--- src/rtl/debounce_multi.sv ---
// debounce_multi -- N-channel debouncer for buttons, switches and other slow
// mechanical inputs, with one sample-tick divider shared by all channels.
//
// Each channel has a two-flop synchroniser (with optional polarity inversion
// ahead of it) and a consecutive-sample filter. The filter changes state only
// after STABLE_COUNT samples in a row that disagree with it, so presses and
// releases are filtered the same way. The channel also produces one-cycle
// rise/fall strobes.
//
// Optional feature macro: DEBOUNCE_HOLD_EN
//   defined   : per-channel hold counters drive btn_hold / btn_hold_pulse
//   undefined : no hold counters; btn_hold / btn_hold_pulse tied to 0
//
// Ports
//   clk            : system clock, rising edge
//   rst_n          : asynchronous active-low reset
//   btn_in         : raw asynchronous inputs, one bit per channel
//   btn_db         : debounced state, 1 = pressed
//   btn_rise       : one-cycle strobe when btn_db goes 0->1
//   btn_fall       : one-cycle strobe when btn_db goes 1->0
//   btn_hold       : level, press has lasted HOLD_TICKS samples
//   btn_hold_pulse : one-cycle strobe when btn_hold asserts
//   sample_tick    : shared sample tick, one cycle wide
module debounce_multi #(
  parameter int CHANNELS     = 4,
  parameter int CLK_HZ       = 12000000,
  parameter int SAMPLE_HZ    = 1000,
  parameter int STABLE_COUNT = 8,
  parameter int ACTIVE_LOW   = 0,
  parameter int HOLD_TICKS   = 1000
) (
  input  logic                clk,
  input  logic                rst_n,
  input  logic [CHANNELS-1:0] btn_in,
  output logic [CHANNELS-1:0] btn_db,
  output logic [CHANNELS-1:0] btn_rise,
  output logic [CHANNELS-1:0] btn_fall,
  output logic [CHANNELS-1:0] btn_hold,
  output logic [CHANNELS-1:0] btn_hold_pulse,
  output logic                sample_tick
);

  localparam int DIV = CLK_HZ / SAMPLE_HZ;
  localparam int TW  = (DIV > 1) ? $clog2(DIV) : 1;
  localparam logic [TW-1:0] DIV_TC = TW'(DIV - 1);
  localparam logic [7:0] CNT_TC = 8'(STABLE_COUNT - 1);
  localparam logic [CHANNELS-1:0] POL_MASK = {CHANNELS{ACTIVE_LOW != 0}};

  // Elaboration-time parameter checks.
  if (CHANNELS < 1 || CHANNELS > 32) begin : g_chk_channels
    $error("debounce_multi: CHANNELS out of range 1..32");
  end
  if (DIV < 2 || (DIV * SAMPLE_HZ) != CLK_HZ) begin : g_chk_div
    $error("debounce_multi: CLK_HZ/SAMPLE_HZ must be an integer >= 2");
  end
  if (STABLE_COUNT < 1 || STABLE_COUNT > 255) begin : g_chk_stable
    $error("debounce_multi: STABLE_COUNT out of range 1..255");
  end
  if (HOLD_TICKS < 1 || HOLD_TICKS > 65535) begin : g_chk_hold
    $error("debounce_multi: HOLD_TICKS out of range 1..65535");
  end

  logic [CHANNELS-1:0]      sync1_q, sync1_d;
  logic [CHANNELS-1:0]      sync2_q, sync2_d;
  logic [TW-1:0]            div_q, div_d;
  logic                     tick_en;
  logic                     sample_tick_q, sample_tick_d;
  logic [CHANNELS-1:0]      db_q, db_d;
  logic [CHANNELS-1:0]      rise_q, rise_d;
  logic [CHANNELS-1:0]      fall_q, fall_d;
  logic [CHANNELS-1:0][7:0] cnt_q, cnt_d;

  // Synchroniser; inversion sits in front of the first flop so both flops
  // carry the logical (1 = pressed) value and reset to "not pressed".
  always_comb begin
    sync1_d = btn_in ^ POL_MASK;
    sync2_d = sync1_q;
  end

  // The filter updates on the edge where the divider wraps; sample_tick is
  // registered from the same condition so it is high in exactly the cycle
  // where the registered strobes appear.
  always_comb begin
    tick_en       = (div_q == DIV_TC);
    div_d         = tick_en ? '0 : div_q + 1'b1;
    sample_tick_d = tick_en;
  end

  always_comb begin
    db_d   = db_q;
    cnt_d  = cnt_q;
    rise_d = '0;
    fall_d = '0;
    if (tick_en) begin
      for (int i = 0; i < CHANNELS; i++) begin
        if (sync2_q[i] == db_q[i]) begin
          cnt_d[i] = '0;
        end else if (cnt_q[i] == CNT_TC) begin
          db_d[i]   = ~db_q[i];
          cnt_d[i]  = '0;
          rise_d[i] = ~db_q[i];
          fall_d[i] = db_q[i];
        end else begin
          cnt_d[i] = cnt_q[i] + 8'd1;
        end
      end
    end
  end

  always_ff @(posedge clk or negedge rst_n) begin
    if (!rst_n) begin
      sync1_q       <= '0;
      sync2_q       <= '0;
      div_q         <= '0;
      sample_tick_q <= 1'b0;
      db_q          <= '0;
      cnt_q         <= '0;
      rise_q        <= '0;
      fall_q        <= '0;
    end else begin
      sync1_q       <= sync1_d;
      sync2_q       <= sync2_d;
      div_q         <= div_d;
      sample_tick_q <= sample_tick_d;
      db_q          <= db_d;
      cnt_q         <= cnt_d;
      rise_q        <= rise_d;
      fall_q        <= fall_d;
    end
  end

  assign btn_db      = db_q;
  assign btn_rise    = rise_q;
  assign btn_fall    = fall_q;
  assign sample_tick = sample_tick_q;

`ifdef DEBOUNCE_HOLD_EN
  localparam logic [15:0] HOLD_TC_M1 = 16'(HOLD_TICKS - 1);

  logic [CHANNELS-1:0][15:0] hcnt_q, hcnt_d;
  logic [CHANNELS-1:0]       hold_q, hold_d;
  logic [CHANNELS-1:0]       hpulse_q, hpulse_d;

  // hcnt counts ticks on which the channel was already pressed, so the hold
  // pulse lands HOLD_TICKS ticks after the rise strobe. Release clears the
  // counter and the level on the same edge as the fall strobe.
  always_comb begin
    hcnt_d   = hcnt_q;
    hold_d   = hold_q;
    hpulse_d = '0;
    if (tick_en) begin
      for (int i = 0; i < CHANNELS; i++) begin
        if (fall_d[i]) begin
          hcnt_d[i] = '0;
          hold_d[i] = 1'b0;
        end else if (db_q[i] && !hold_q[i]) begin
          hcnt_d[i] = hcnt_q[i] + 16'd1;
          if (hcnt_q[i] == HOLD_TC_M1) begin
            hold_d[i]   = 1'b1;
            hpulse_d[i] = 1'b1;
          end
        end
      end
    end
  end

  always_ff @(posedge clk or negedge rst_n) begin
    if (!rst_n) begin
      hcnt_q   <= '0;
      hold_q   <= '0;
      hpulse_q <= '0;
    end else begin
      hcnt_q   <= hcnt_d;
      hold_q   <= hold_d;
      hpulse_q <= hpulse_d;
    end
  end

  assign btn_hold       = hold_q;
  assign btn_hold_pulse = hpulse_q;
`else
  assign btn_hold       = '0;
  assign btn_hold_pulse = '0;
`endif

endmodule

--- config.mk ---
export PLATFORM = sky130hd
export DESIGN_NAME = debounce_multi
export DESIGN_NICKNAME = d
export VERILOG_FILES = /design/src/rtl/debounce_multi.sv
export SDC_FILE = /design/constraint.sdc
export NUM_CORES = 1
export LEC_CHECK = 0
export CAP_MARGIN = 15
export CORE_AREA = 2 2 83 85
export DETAILED_ROUTE_END_ITERATION = 8
export DIE_AREA = 0 0 85 87
export PLACE_DENSITY_LB_ADDON = 0.08
export SLEW_MARGIN = 0
export SYNTH_ARGS = -nofsm -noshare
export SYNTH_HDL_FRONTEND = slang
export SYNTH_SLANG_ARGS = --single-unit
--- constraint.sdc ---
create_clock -name clk -period 6 [get_ports clk]
set_input_delay 1.2 -clock clk [delete_from_list [all_inputs] [get_ports clk]]
set_output_delay 1.2 -clock clk [all_outputs]
set_load 0.03 [all_outputs]
==> run_results.csv <==
group,metric,value,unit
route,drt_pass1_iterations,4,
grt,antenna_found_initial,0,
grt,grt_pass1_vias,2178,
min_path,holdCritPathClass,"flip-flop to flip-flop",
route,vias,2229,
sta,hold_viol,0,
sta,rsz0062_at_grt,"false",
floorplan,ios,27,
sta,clock_skew,9.09,ps
placed_design,place.gp.congestion,0.775,
min_path,min_from,"sync1_q[2]",
sta,finalMaxSlewViolations,0,
sta,hold_ws,351,ps
grt,top_usage_layer,"met2",
flow_run,cap_violations,0,
worst_setup_path,endpoint_kind,"flip-flop",
clock_tree,cts_max_level,3,
cells_and_area,multi_input_area,1400,um2
clock_tree,cts_root_buffer,"clkbuf_8",
floorplan,core_area,6570,um2
sta,setup_viol,0,
floorplan,rows,30,
logic_synthesis,yosysSeqAreaShare,53.3,%
clock_tree,clock_sink_count,67,
cells_and_area,seqCellArea,1680,um2
floorplan,die_w,85,um
power,power.density,244,nW/um2
grt,grt_pass1_wl,9920,um
logic_synthesis,synth_cell_type_count,39,
clock_tree,clk_path_buf_depth,2,
clock_tree,postCtsSetupRepairBufs,0,
power,p_leak,1.64,nW
cells_and_area,nFillCells,578,
clock_tree,cts_tree,"yes",
sta,timing.fmax,366,MHz
worst_setup_path,cp_common_cell,"or4_4",
logic_synthesis,synth_edf_count,0,
grt,grt_max_degree,68,
worst_setup_path,cp_top_family,"simple AND/OR/NAND/NOR gates",
grt,grt_util_met2,27.3,%
logic_synthesis,synth_most_common_cell,"dfrtp_1",
worst_setup_path,slowest_delay,730,ps
logic_synthesis,async_reset_ff_share,100,%
route,ant_nets,0,
logic_synthesis,syn_inst,295,
logic_synthesis,synth-warning-count,0,
worst_setup_path,r2r_cells,4,
grt,grt-ovfl-total,0,
grt,grt.met1_usage,21.9,%
sta,worst_pin_slew,861,ps
floorplan,start_util,47.9,%
cells_and_area,utilization,54.6,%
clock_tree,numCtsBuffers,9,
sta,min_period_over_period,45.5,%
worst_setup_path,crit_type,"flip-flop to flip-flop",
worst_setup_path,path_buf_inv,0,
grt,use_met3,3.41,%
logic_synthesis,synthTopCellsByCount,"dfrtp_1 (67), nand2_1 (23), o21ai_0 (20), nand3_1 (19), nor2_1 (18)",
run_status,status,"finished clean",
worst_setup_path,crit_fanout,37,
clock_tree,cts_hold_buffers,0,
worst_setup_path,cp.required,6230,ps
clock_tree,clk_latency,340,ps
route,drcViolationCount,0,
logic_synthesis,synth-main-ff-cell,"dfrtp_1",
sta,timing.setup.tns,0,ps
grt,grt_usage,16.9,%
worst_setup_path,cp.depth,4,
worst_setup_path,worstReg2RegStart,"div_q[5]",
cells_and_area,final_layout_size_suffix_gt1_share,9.88,%
sta,min_period,2730,ps
worst_setup_path,startpoint_type,"flip-flop",
floorplan,fp.dieH,87,um
logic_synthesis,syn_avg_cell_area,10.7,um2
logic_synthesis,synth-seq-cells,67,
cells_and_area,n_antenna_cell,0,
placed_design,port-buffer-count,18,
worst_setup_path,cp-startpoint,"div_q[5]",
logic_synthesis,synth_area_leaders,"dfrtp_1 (53%), o21ai_0 (3.2%), nand3_1 (3.0%)",
worst_setup_path,slowest_stage,"or4_4",
logic_synthesis,synth_top_area_share,53.3,%
min_path,min_path_cells,0,
route,avgRoutedWirePerCell,13.8,um
route,initialDrtViolationCount,128,
logic_synthesis,synth_top_area_cell,"dfrtp_1",
clock_tree,clkTransAtPathRegs,70,ps
worst_setup_path,path_cells,"or4b_4 -> or4_4 -> or4_4 -> mux2_4",
sta,max_slew_margin,42.1,%
placed_design,hpwl,3550,um
clock_tree,post_cts_resized,0,
cells_and_area,syn2layout_area_growth,14.0,%
power,vdd_drop_max,0.129,mV
route,wirelength,5570,um
route,via_per_inst,5.52,
cells_and_area,final_nets,330,
floorplan,die_area,7400,um2
logic_synthesis,netlist_area,3140,um2
worst_setup_path,cp.arrival,2960,ps
## final timing paths
path | endpoint | slack, ps
setup / recovery | btn_db[1] | 3270
hold / removal | sync2_q[2] | 350
setup reg to reg | btn_db[1] | 3270
hold reg to reg | sync2_q[2] | 350
max in group asynchronous | div_q[7] | 4420
min in group asynchronous | btn_fall[1] | 1030
## cell families (layout without fill, tap and decap cells)
group,Yosys count,after routing,share of synthesized area (%)
AO/OA/AOI/OAI,56,56,11.7
buffers and inverters,16,38,3.10
AND/OR/NAND/NOR,130,130,23.4
flip-flops,67,67,53.3
adder cells (fa/ha/maj),5,5,1.99
other,1,8,0.119
multiplexers,6,6,2.43
XOR/XNOR,14,14,3.90
## worst register-to-register path, stage by stage (launching register included)
cell and delay (ps):
dfrtp_1 410, or4b_4 550, or4_4 730, or4_4 620, mux2_4 310
## report_power, final
group	total [mW]	switching (mW)	internal [mW]
registers	0.456	0.00181	0.454
clock network	0.393	0.168	0.225
logic	0.0240	0.0191	0.00493
total	0.873	0.189	0.684
## final cells by class
class,instances,share of cell area (%)
tap,80,2.79
multi-input combinational,219,39.0
inverter,2,0.209
clock buffer,12,4.61
timing repair buffer,20,5.31
sequential,67,46.8
clock inverter,4,1.33
## per-layer routing
metal | routed length [um] | vias up
li1 | - | 1118
met1 | 2750 | 1071
met2 | 2570 | 29
met3 | 140 | 11
met4 | 116 | 0
met5 | 0 | -
## through the flow
| step | power (mW) | instances | cell area (um2) | setup slack, ps |
|---|---|---|---|---|
| after floorplan | 0.479 | 302 | 3170 | 3480 |
| after global placement | 0.489 | 388 | 3370 | 3290 |
| after detailed placement | 0.489 | 388 | 3370 | 3280 |
| after CTS | 0.884 | 404 | 3580 | 3270 |
| after global routing | 0.909 | 404 | 3580 | 3210 |
| final | 0.873 | 404 | 3580 | 3270 |
## cells in the final DEF, fill, tap and decap left out, types with 11 or more instances in the layout
master,Yosys,final
dfrtp_1,67,67
nand2_1,23,23
o21ai_0,20,20
nand3_1,19,19
nor2_1,18,18
clkdlybuf4s50_1,0,17
and3_1,14,14
clkbuf_8,0,12
nor3_1,11,11
o31ai_1,11,11
## registers in the layout (all words and copies together) (netlist names)
name,count
sync2_q,4
sync1_q,4
cnt_q,32
btn_rise,4
sample_tick,1
btn_fall,4
btn_db,4
div_q,14
Power figures use the tool's default switching activity.
